File: config.mk
export PLATFORM = sky130hd
export DESIGN_NAME = fifo_wptr_full
export DESIGN_NICKNAME = d
export VERILOG_FILES = /design/src/rtl/fifo_wptr_full.sv
export SDC_FILE = /design/constraint.sdc
export NUM_CORES = 1
export LEC_CHECK = 0
export ABC_AREA = 0
export CORE_MARGIN = 1
export CORE_UTILIZATION = 44
export DETAILED_ROUTE_END_ITERATION = 6
export PLACE_DENSITY = 0.8
export SYNTH_ARGS = -nofsm -noshare
export SYNTH_HDL_FRONTEND = slang
export SYNTH_SLANG_ARGS = --single-unit
File: constraint.sdc
create_clock -name clk -period 3.25 [get_ports clk]
set_clock_uncertainty 0.05 [all_clocks]
set_input_delay 0.4875 -clock clk [delete_from_list [all_inputs] [get_ports clk]]
set_output_delay 0.4875 -clock clk [all_outputs]
set_load 0.005 [all_outputs]
File: src/rtl/fifo_wptr_full.sv
`default_nettype none
// +------------------------------------------------------------------------+
// | fifo_wptr_full: write-side pointer, full/almost-full/level/overflow    |
// | logic for an async FIFO. Rev 1.0                                       |
// +------------------------------------------------------------------------+
module fifo_wptr_full #(
  parameter int ADDR_WIDTH   = 4,
  parameter int AFULL_THRESH = 12
) (
  input  logic                  clk,
  input  logic                  rst,
  input  logic                  winc,
  input  logic                  wovf_clr,
  input  logic [ADDR_WIDTH:0]   wq2_rptr,
  output logic                  wen,
  output logic [ADDR_WIDTH-1:0] waddr,
  output logic [ADDR_WIDTH:0]   wptr,
  output logic                  wfull,
  output logic                  walmost_full,
  output logic [ADDR_WIDTH:0]   wlevel,
  output logic                  woverflow
);

  // Full when the write Gray pointer equals the read Gray pointer with its top two bits inverted
  localparam logic [ADDR_WIDTH:0] C_FULL_MASK = (ADDR_WIDTH+1)'(3 << (ADDR_WIDTH-1));
  localparam logic [ADDR_WIDTH:0] C_AFULL     = (ADDR_WIDTH+1)'(AFULL_THRESH);

  logic [ADDR_WIDTH:0] r_wbin;
  logic [ADDR_WIDTH:0] r_wptr;
  logic                r_wfull;
  logic                r_walmost_full;
  logic [ADDR_WIDTH:0] r_wlevel;
  logic                r_woverflow;

  logic                w_wen;
  logic [ADDR_WIDTH:0] w_wbin_next;
  logic [ADDR_WIDTH:0] w_wgray_next;
  logic [ADDR_WIDTH:0] w_rbin;
  logic [ADDR_WIDTH:0] w_wlevel_next;

  function automatic logic [ADDR_WIDTH:0] gray2bin(input logic [ADDR_WIDTH:0] g);
    logic [ADDR_WIDTH:0] b;
    b[ADDR_WIDTH] = g[ADDR_WIDTH];
    for (int i = ADDR_WIDTH - 1; i >= 0; i--) begin
      b[i] = b[i+1] ^ g[i];
    end
    return b;
  endfunction

  assign w_wen         = winc && !r_wfull && !rst;
  assign w_wbin_next   = r_wbin + {{ADDR_WIDTH{1'b0}}, w_wen};
  assign w_wgray_next  = (w_wbin_next >> 1) ^ w_wbin_next;
  assign w_rbin        = gray2bin(wq2_rptr);
  assign w_wlevel_next = w_wbin_next - w_rbin;

  always_ff @(posedge clk) begin
    if (rst) begin
      r_wbin         <= '0;
      r_wptr         <= '0;
      r_wfull        <= 1'b0;
      r_walmost_full <= 1'b0;
      r_wlevel       <= '0;
      r_woverflow    <= 1'b0;
    end else begin
      r_wbin         <= w_wbin_next;
      r_wptr         <= w_wgray_next;
      r_wfull        <= (w_wgray_next == (wq2_rptr ^ C_FULL_MASK));
      r_walmost_full <= (w_wlevel_next >= C_AFULL);
      r_wlevel       <= w_wlevel_next;
      // A new overflow event outranks a simultaneous clear
      if (winc && r_wfull) begin
        r_woverflow <= 1'b1;
      end else if (wovf_clr) begin
        r_woverflow <= 1'b0;
      end
    end
  end

  assign wen          = w_wen;
  assign waddr        = r_wbin[ADDR_WIDTH-1:0];
  assign wptr         = r_wptr;
  assign wfull        = r_wfull;
  assign walmost_full = r_walmost_full;
  assign wlevel       = r_wlevel;
  assign woverflow    = r_woverflow;

endmodule
`default_nettype wire

======== After elaboration in Yosys (flattened, before gate mapping) ========
Cells that the tools add are included.
storage, ports and cells
  register bits after elaboration ......... 18
  output and inout bits ................... 18
operators by class
  add/subtract/negate cells ............... 2
  magnitude comparators ................... 1
  eq/ne operators ......................... 1
  multiplexer cells ....................... 2
  bitwise logic cells ..................... 6
  reduce and logical (&&, ||, !) cells .... 6
operators by type and width
  kind                                                                                 count
  5-bit by 1-bit adder with 5-bit output                                               1
  5-bit == test                                                                        1
  5-bit by 4-bit greater-or-equal comparator with 1-bit output, second input constant  1
  5-bit subtractor                                                                     1
  4-bit by 5-bit XOR with 5-bit output                                                 1
  1-bit XOR                                                                            4
  1-bit logical AND                                                                    3
  1-bit logical NOT                                                                    2
  1-bit two-way mux                                                                    2
  2-bit NOT                                                                            1
  2-bit nonzero test                                                                   1

======== Longest topological paths before layout ========
Gate-level depths: netlist of the first run.
  depth in word-level cells ............... 6
  gate-level depth with buffers ........... 11
  gate-level depth less buffers ........... 11

======== Worst setup path after synthesis of the first run ========
No wires, ideal clock.
  path kind ............................... input to register
  from .................................... in rst
  to ...................................... reg r_walmost_full, in the netlist walmost_full
  data arrival time ....................... 2513 ps
  data required time ...................... 3074 ps
  slack ................................... 562 ps
  stages .................................. 10
  cell sequence ........................... clkbuf_1 > nor3b_1 > ha_1 > ha_1 > xor2_2 > ha_1 > a21o_1 > a21oi_1 > xnor2_1 > o2bb2ai_1
between the ends
  cells in the longest elaborated chain, start to end .. 5
RTL lines
  item                                                          RTL line  RTL
  start: declaration                                            11        input logic rst,
  1-bit logical NOT                                             50        assign w_wen = winc && !r_wfull && !rst;
  1-bit logical AND                                             50
  named net wen                                                 15        output logic wen,
  5-bit by 1-bit adder with 5-bit output                        51        assign w_wbin_next = r_wbin + {{ADDR_WIDTH{1'b0}}, w_wen};
  named net w_wbin_next[2]                                      36        logic [ADDR_WIDTH:0] w_wbin_next;
  5-bit subtractor                                              54        assign w_wlevel_next = w_wbin_next - w_rbin;
  5-bit by 4-bit greater-or-equal comparator with 1-bit output  68        r_walmost_full <= (w_wlevel_next >= C_AFULL);
  end signal: assignment                                        68
  end: declaration                                              31        logic r_walmost_full;
The timed path passes the listed nets, and every way through them passes these cells.
A chain may end at the register's enable or synchronous reset.

======== Worst setup path in the final report of the first run ========
  from .................................... in wq2_rptr[4]
  to ...................................... reg r_walmost_full, in the netlist walmost_full
between the ends
  cells in the longest elaborated chain, start to end .. 6
RTL lines
  item                                                              RTL line  RTL
  start: declaration                                                14        input logic [ADDR_WIDTH:0] wq2_rptr,
  1-bit XOR (4 in series)                                           45        b[i] = b[i+1] ^ g[i];
  5-bit subtractor (*)                                              54
  5-bit by 4-bit greater-or-equal comparator with 1-bit output (*)  68
Mark *: on every way between the ends. The rest lies on a longest branch, timed or not.

==> results of run 1 <==
==> cells in the mapped netlist (all sizes together) <==
cell type  count  area, sq um
inv            6         22.5
nand3          4         20.0
nor3b          1         7.51
nor2b          2         12.5
or3            1         6.26
a21oi          4         20.0
fa             1         20.0
dfxtp         17          340
xor2           7         76.3
nor2          13         48.8
a21o           2         15.0
clkbuf         2         7.51
ha             7         87.6
o2bb2ai        1         8.76
xnor2         12          113
nand2          1         3.75
nand2b         1         6.26
==> final timing paths <==
kind                                              from                 endpoint  slack [ns]  cells past startpoint
worst max-delay path                       wq2_rptr[4]  walmost_full$_SDFF_PP0_        0.37                     12
worst min-delay path            woverflow$_SDFFE_PP0P_   woverflow$_SDFFE_PP0P_        0.43                      2
worst max register to register        wfull$_SDFF_PP0_  walmost_full$_SDFF_PP0_        0.96                     10
worst min register to register  woverflow$_SDFFE_PP0P_   woverflow$_SDFFE_PP0P_        0.43                      2
==> cell type report <==
class / instances / area share [%]
timing repair buffer: 31 / 25.6
tap: 25 / 2.69
inverter: 6 / 1.94
clock buffer: 4 / 2.26
sequential: 17 / 29.2
multi-input combinational: 57 / 38.3
==> through the flow <==
| stage | hold slack [ns] | cells | setup slack, ns | utilization [%] |
|---|---|---|---|---|
| 6_report | 0.432 | 140 | 0.366 | 67.4 |
| 3_5_place_dp | 0.420 | 136 | 0.0823 | 65.9 |
| 2_1_floorplan | 0.416 | 82 | 0.562 | - |
| 4_1_cts | 0.434 | 140 | 0.367 | 67.4 |
| 5_1_grt | 0.453 | 140 | 0.208 | 67.4 |
| 3_3_place_gp | 0.410 | 136 | 0.186 | 65.9 |
==> routing by layer <==
layer	track usage (%)	vias up	part of all wire (%)
li1	-	327	-
met1	21.6	276	44
met2	31.6	15	52
met3	2.40	2	2.7
met4	10.9	0	0.91
met5	0	-	0
==> worst register-to-register path, delay by kind of cell (launching register included) <==
kind / cells / cell delay (ns)
AOI/OAI and AO/OA: 3 / 0.28
adders and majority gates: 3 / 0.90
buffers and inverters: 2 / 0.18
and+or+nand+nor: 1 / 0.28
xor gates and xnor gates: 1 / 0.18
DFF: 1 / 0.33
==> sequential cells by signal (all words and copies together), names as in the netlist <==
signal,cells
wfull,1
wlevel,5
r_wbin,5
walmost_full,1
woverflow,1
wptr,4
==> cell families (layout without fill, tap and decap cells) <==
logic type                 after synthesis  count (layout)  share of synthesized area (%)
DFF                                     17              17                           41.7
buffers and inverters                    8              41                           3.68
AOI/OAI and AO/OA                        7               7                           5.37
and+or+nand+nor                         23              23                           12.9
adders and majority gates                8               8                           13.2
xor gates and xnor gates                19              19                           23.2
==> power by group <==
part	internal, W	leakage (nW)	total, W	switching, W
Clock	0.0000476	0.0150	0.000108	0.0000606
Combinational	0.0000920	0.343	0.000155	0.0000632
Sequential	0.000229	0.139	0.000234	0.00000529
Total	0.000368	0.497	0.000497	0.000129
==> results.cfg, run 1 <==
[status]
status = finished clean

[power_and_ir_drop]
cellLeakagePower_nw = 0.497
power_density_nw_per_um2 = 427
irDropWorstVdd_mv = 0.260
fin_total_pwr_w = 0.000497

[cts]
cts-root-buf = clkbuf_4
clock-sinks = 17
path_clk_slew_ns = 0.09
clk_latency_ns = 0.28
cts_setup_buffers = 0
cts_tree = built
cts_max_level = 1
cts.path.max_buffers = 2
hold_buffers = 0
cts_resized = 0
cts_buffers = 3

[timing]
maxSlewHeadroom_pct = 80.7
fmax_mhz = 347
hold_viol = 0
tightest_slew_ns = 0.289
period_share_pct = 88.7
min_period_ns = 2.88
setup_viol = 0
slew_violations = 0
fin_tns_setup_ns = 0
rsz0062_at_grt = no

[final_layout]
fin_area_sq_um = 1160
layout-drive-gt1-share_pct = 9.57
diodes = 0
syn_to_final_growth_pct = 42.6
layout.cells.most_common = clkdlybuf4s50_1
multi_input_area_sq_um = 445
final_cell_mix = clkdlybuf4s50_1 (26), dfxtp_1 (17), nor2_1 (13), xnor2_1 (11), ha_1 (7)
fillCellCount = 144
nNetsFinal = 133
regArea_sq_um = 340

[global_route]
grt_pass1_wl_um = 2610
overflow = 0
antenna_found_initial = 0
grt_max_degree = 18
grt_pass1_vias = 628
track_usage_pct = 18.4

[drt]
drtIter0Drc = 9
first_pass_iters = 4
viasPerCell = 4.43
drt-total-wl_um = 1540
drtAntennaViolNets = 0
num_vias = 620
wl_per_cell_um = 11.0
drc = 0

[synthesis]
synth.ff_latch_count = 17
synth_area_sq_um = 816
syn_inst = 82
synth_cell_types = 19
syn_nets = 99
yosysWarnings = 0
yosysSeqAreaShare_pct = 41.7
avgSynthCellArea_sq_um = 9.95

[setup_path]
max_stage_delay_ns = 0.48
critPathKind = in2reg
cpMaxStageDelayCell = clkdlybuf4s50_1
crit_arrival_ns = 3.02
start_kind = primary input
critical_path.top_delay_family = XOR/XNOR gates
end_kind = register
cp.required_ns = 3.38
worst-path-buf-inv = 2
worstPathMaxFanout = 2
cp_cell_sequence = clkdlybuf4s50_1, xnor2_2, xor2_1, xor2_1, xnor2_1, ha_1, fa_1, inv_1, a21o_1, a21oi_1, xnor2_1, o2bb2ai_1

[min_path]
hp-class = reg2reg

[floorplan]
rows = 15
die_h_um = 45.1
dieArea_sq_um = 2030
dieWidth_um = 45.1
start_util_pct = 47.2
ios = 27
coreArea_sq_um = 1730

[placed_design]
place_area_sq_um = 1140
dpl.hpwl_um = 1260
port-buffer-count = 26
gp_congestion = 0.823

[flow_run]
maxCapViolCount = 0
No activity file was read; power rests on OpenSTA's default activity.
==> run 2: changes to the inputs <==
==> constraint.sdc (replaced) <==
create_clock -name clk -period 3.26 [get_ports clk]
set_clock_uncertainty 0.05 [all_clocks]
set_input_delay 0.489 -clock clk [delete_from_list [all_inputs] [get_ports clk]]
set_output_delay 0.489 -clock clk [all_outputs]
set_load 0.005 [all_outputs]
==> results.cfg, run 2 (synthesis gave the netlist of run 1 again) <==
[timing]
maxSlewHeadroom_pct = 80.0
tightest_slew_ns = 0.298
fmax_mhz = 347
rsz0062_at_grt = no
period_share_pct = 88.4
min_period_ns = 2.88
hold_viol = 0
setup_viol = 0
fin_tns_setup_ns = 0
slew_violations = 0

[cts]
path_clk_slew_ns = 0.09
hold_buffers = 0
clk_latency_ns = 0.28
cts_max_level = 1
cts_resized = 0
cts.path.max_buffers = 2
clock-sinks = 17
cts_buffers = 3
cts_tree = built
cts_setup_buffers = 0
cts-root-buf = clkbuf_4

[power_and_ir_drop]
cellLeakagePower_nw = 0.497
irDropWorstVdd_mv = 0.246
fin_total_pwr_w = 0.000494
power_density_nw_per_um2 = 425

[floorplan]
start_util_pct = 47.2
ios = 27
rows = 15
coreArea_sq_um = 1730
die_h_um = 45.1
dieArea_sq_um = 2030
dieWidth_um = 45.1

[setup_path]
critical_path_cell_count = 12
critPathKind = in2reg
cp.required_ns = 3.38
rr_worst_depth = 10
worstPathMaxFanout = 2
max_stage_delay_ns = 0.47
start_kind = primary input
cpMaxStageDelayCell = clkdlybuf4s50_1
crit_arrival_ns = 3.01
critical_path.top_delay_family = XOR/XNOR gates
end_kind = register
worst-path-buf-inv = 2
cp_cell_sequence = clkdlybuf4s50_1, xnor2_2, xor2_1, xor2_1, xnor2_1, ha_1, fa_1, inv_1, a21o_1, a21oi_1, xnor2_1, o2bb2ai_1

[drt]
drtIter0Drc = 7
drt-total-wl_um = 1530
num_vias = 627
first_pass_iters = 4
drtAntennaViolNets = 0
viasPerCell = 4.48
wl_per_cell_um = 10.9
drc = 0

[final_layout]
syn_to_final_growth_pct = 42.6
fillCellCount = 147
nNetsFinal = 133
layout.cells.most_common = clkdlybuf4s50_1
fin_util_pct = 67.4
final_cell_mix = clkdlybuf4s50_1 (26), dfxtp_1 (17), nor2_1 (13), xnor2_1 (11), ha_1 (7)
diodes = 0
fin_area_sq_um = 1160
layout-drive-gt1-share_pct = 9.57

[placed_design]
dpl.hpwl_um = 1260
place_area_sq_um = 1140
port-buffer-count = 26
gp_congestion = 0.835

[min_path]
hp-class = reg2reg
hold_depth = 2

[global_route]
grt_pass1_vias = 631
grt_pass1_wl_um = 2480
overflow = 0
track_usage_pct = 17.4
antenna_found_initial = 0
grt_max_degree = 18

[status]
status = finished clean

[flow_run]
maxCapViolCount = 0
run 2: cell type report:
class / instances / area, sq um / share of cell area (%)
timing repair buffer: 31 / 298 / 25.6
clock buffer: 4 / 26.3 / 2.26
inverter: 6 / 22.5 / 1.94
tap: 25 / 31.3 / 2.69
sequential: 17 / 340 / 29.2
multi-input combinational: 57 / 445 / 38.3
run 2: where the power goes:
part / switching (W) / total, W / internal [W]
Combinational: 0.0000638 / 0.000154 / 0.0000904
Clock: 0.0000596 / 0.000107 / 0.0000475
Sequential: 0.00000527 / 0.000233 / 0.000228
run 2: path summary, 6_finish.rpt:
path	end	startpoint	slack [ns]
hold / removal	woverflow$_SDFFE_PP0P_	wfull$_SDFF_PP0_	0.42
setup reg to reg	walmost_full$_SDFF_PP0_	wfull$_SDFF_PP0_	0.97
setup / recovery	walmost_full$_SDFF_PP0_	wq2_rptr[4]	0.38
hold reg to reg	woverflow$_SDFFE_PP0P_	wfull$_SDFF_PP0_	0.42
run 2: through the flow:
step / hold slack (ns) / setup slack (ns) / instances
finish: 0.424 / 0.377 / 140
floorplan: 0.416 / 0.570 / 82
CTS: 0.432 / 0.380 / 140
detailed placement: 0.420 / 0.0877 / 136
global placement: 0.410 / 0.203 / 136
global route: 0.457 / 0.252 / 140
run 2: worst reg2reg max path: stages, from the launching register on:
cell,delay [ns]
dfxtp_1,0.32
nor3b_1,0.25
ha_1,0.22
ha_1,0.22
inv_1,0.11
fa_1,0.47
inv_1,0.07
a21o_1,0.11
a21oi_1,0.07
xnor2_1,0.20
o2bb2ai_1,0.09
run 2: metal layers:
metal,part of all wire [%],GRT usage [%]
met1,43,20.1
met4,0.92,9.09
met3,2.8,3.60
met5,0,0
met2,53,29.9
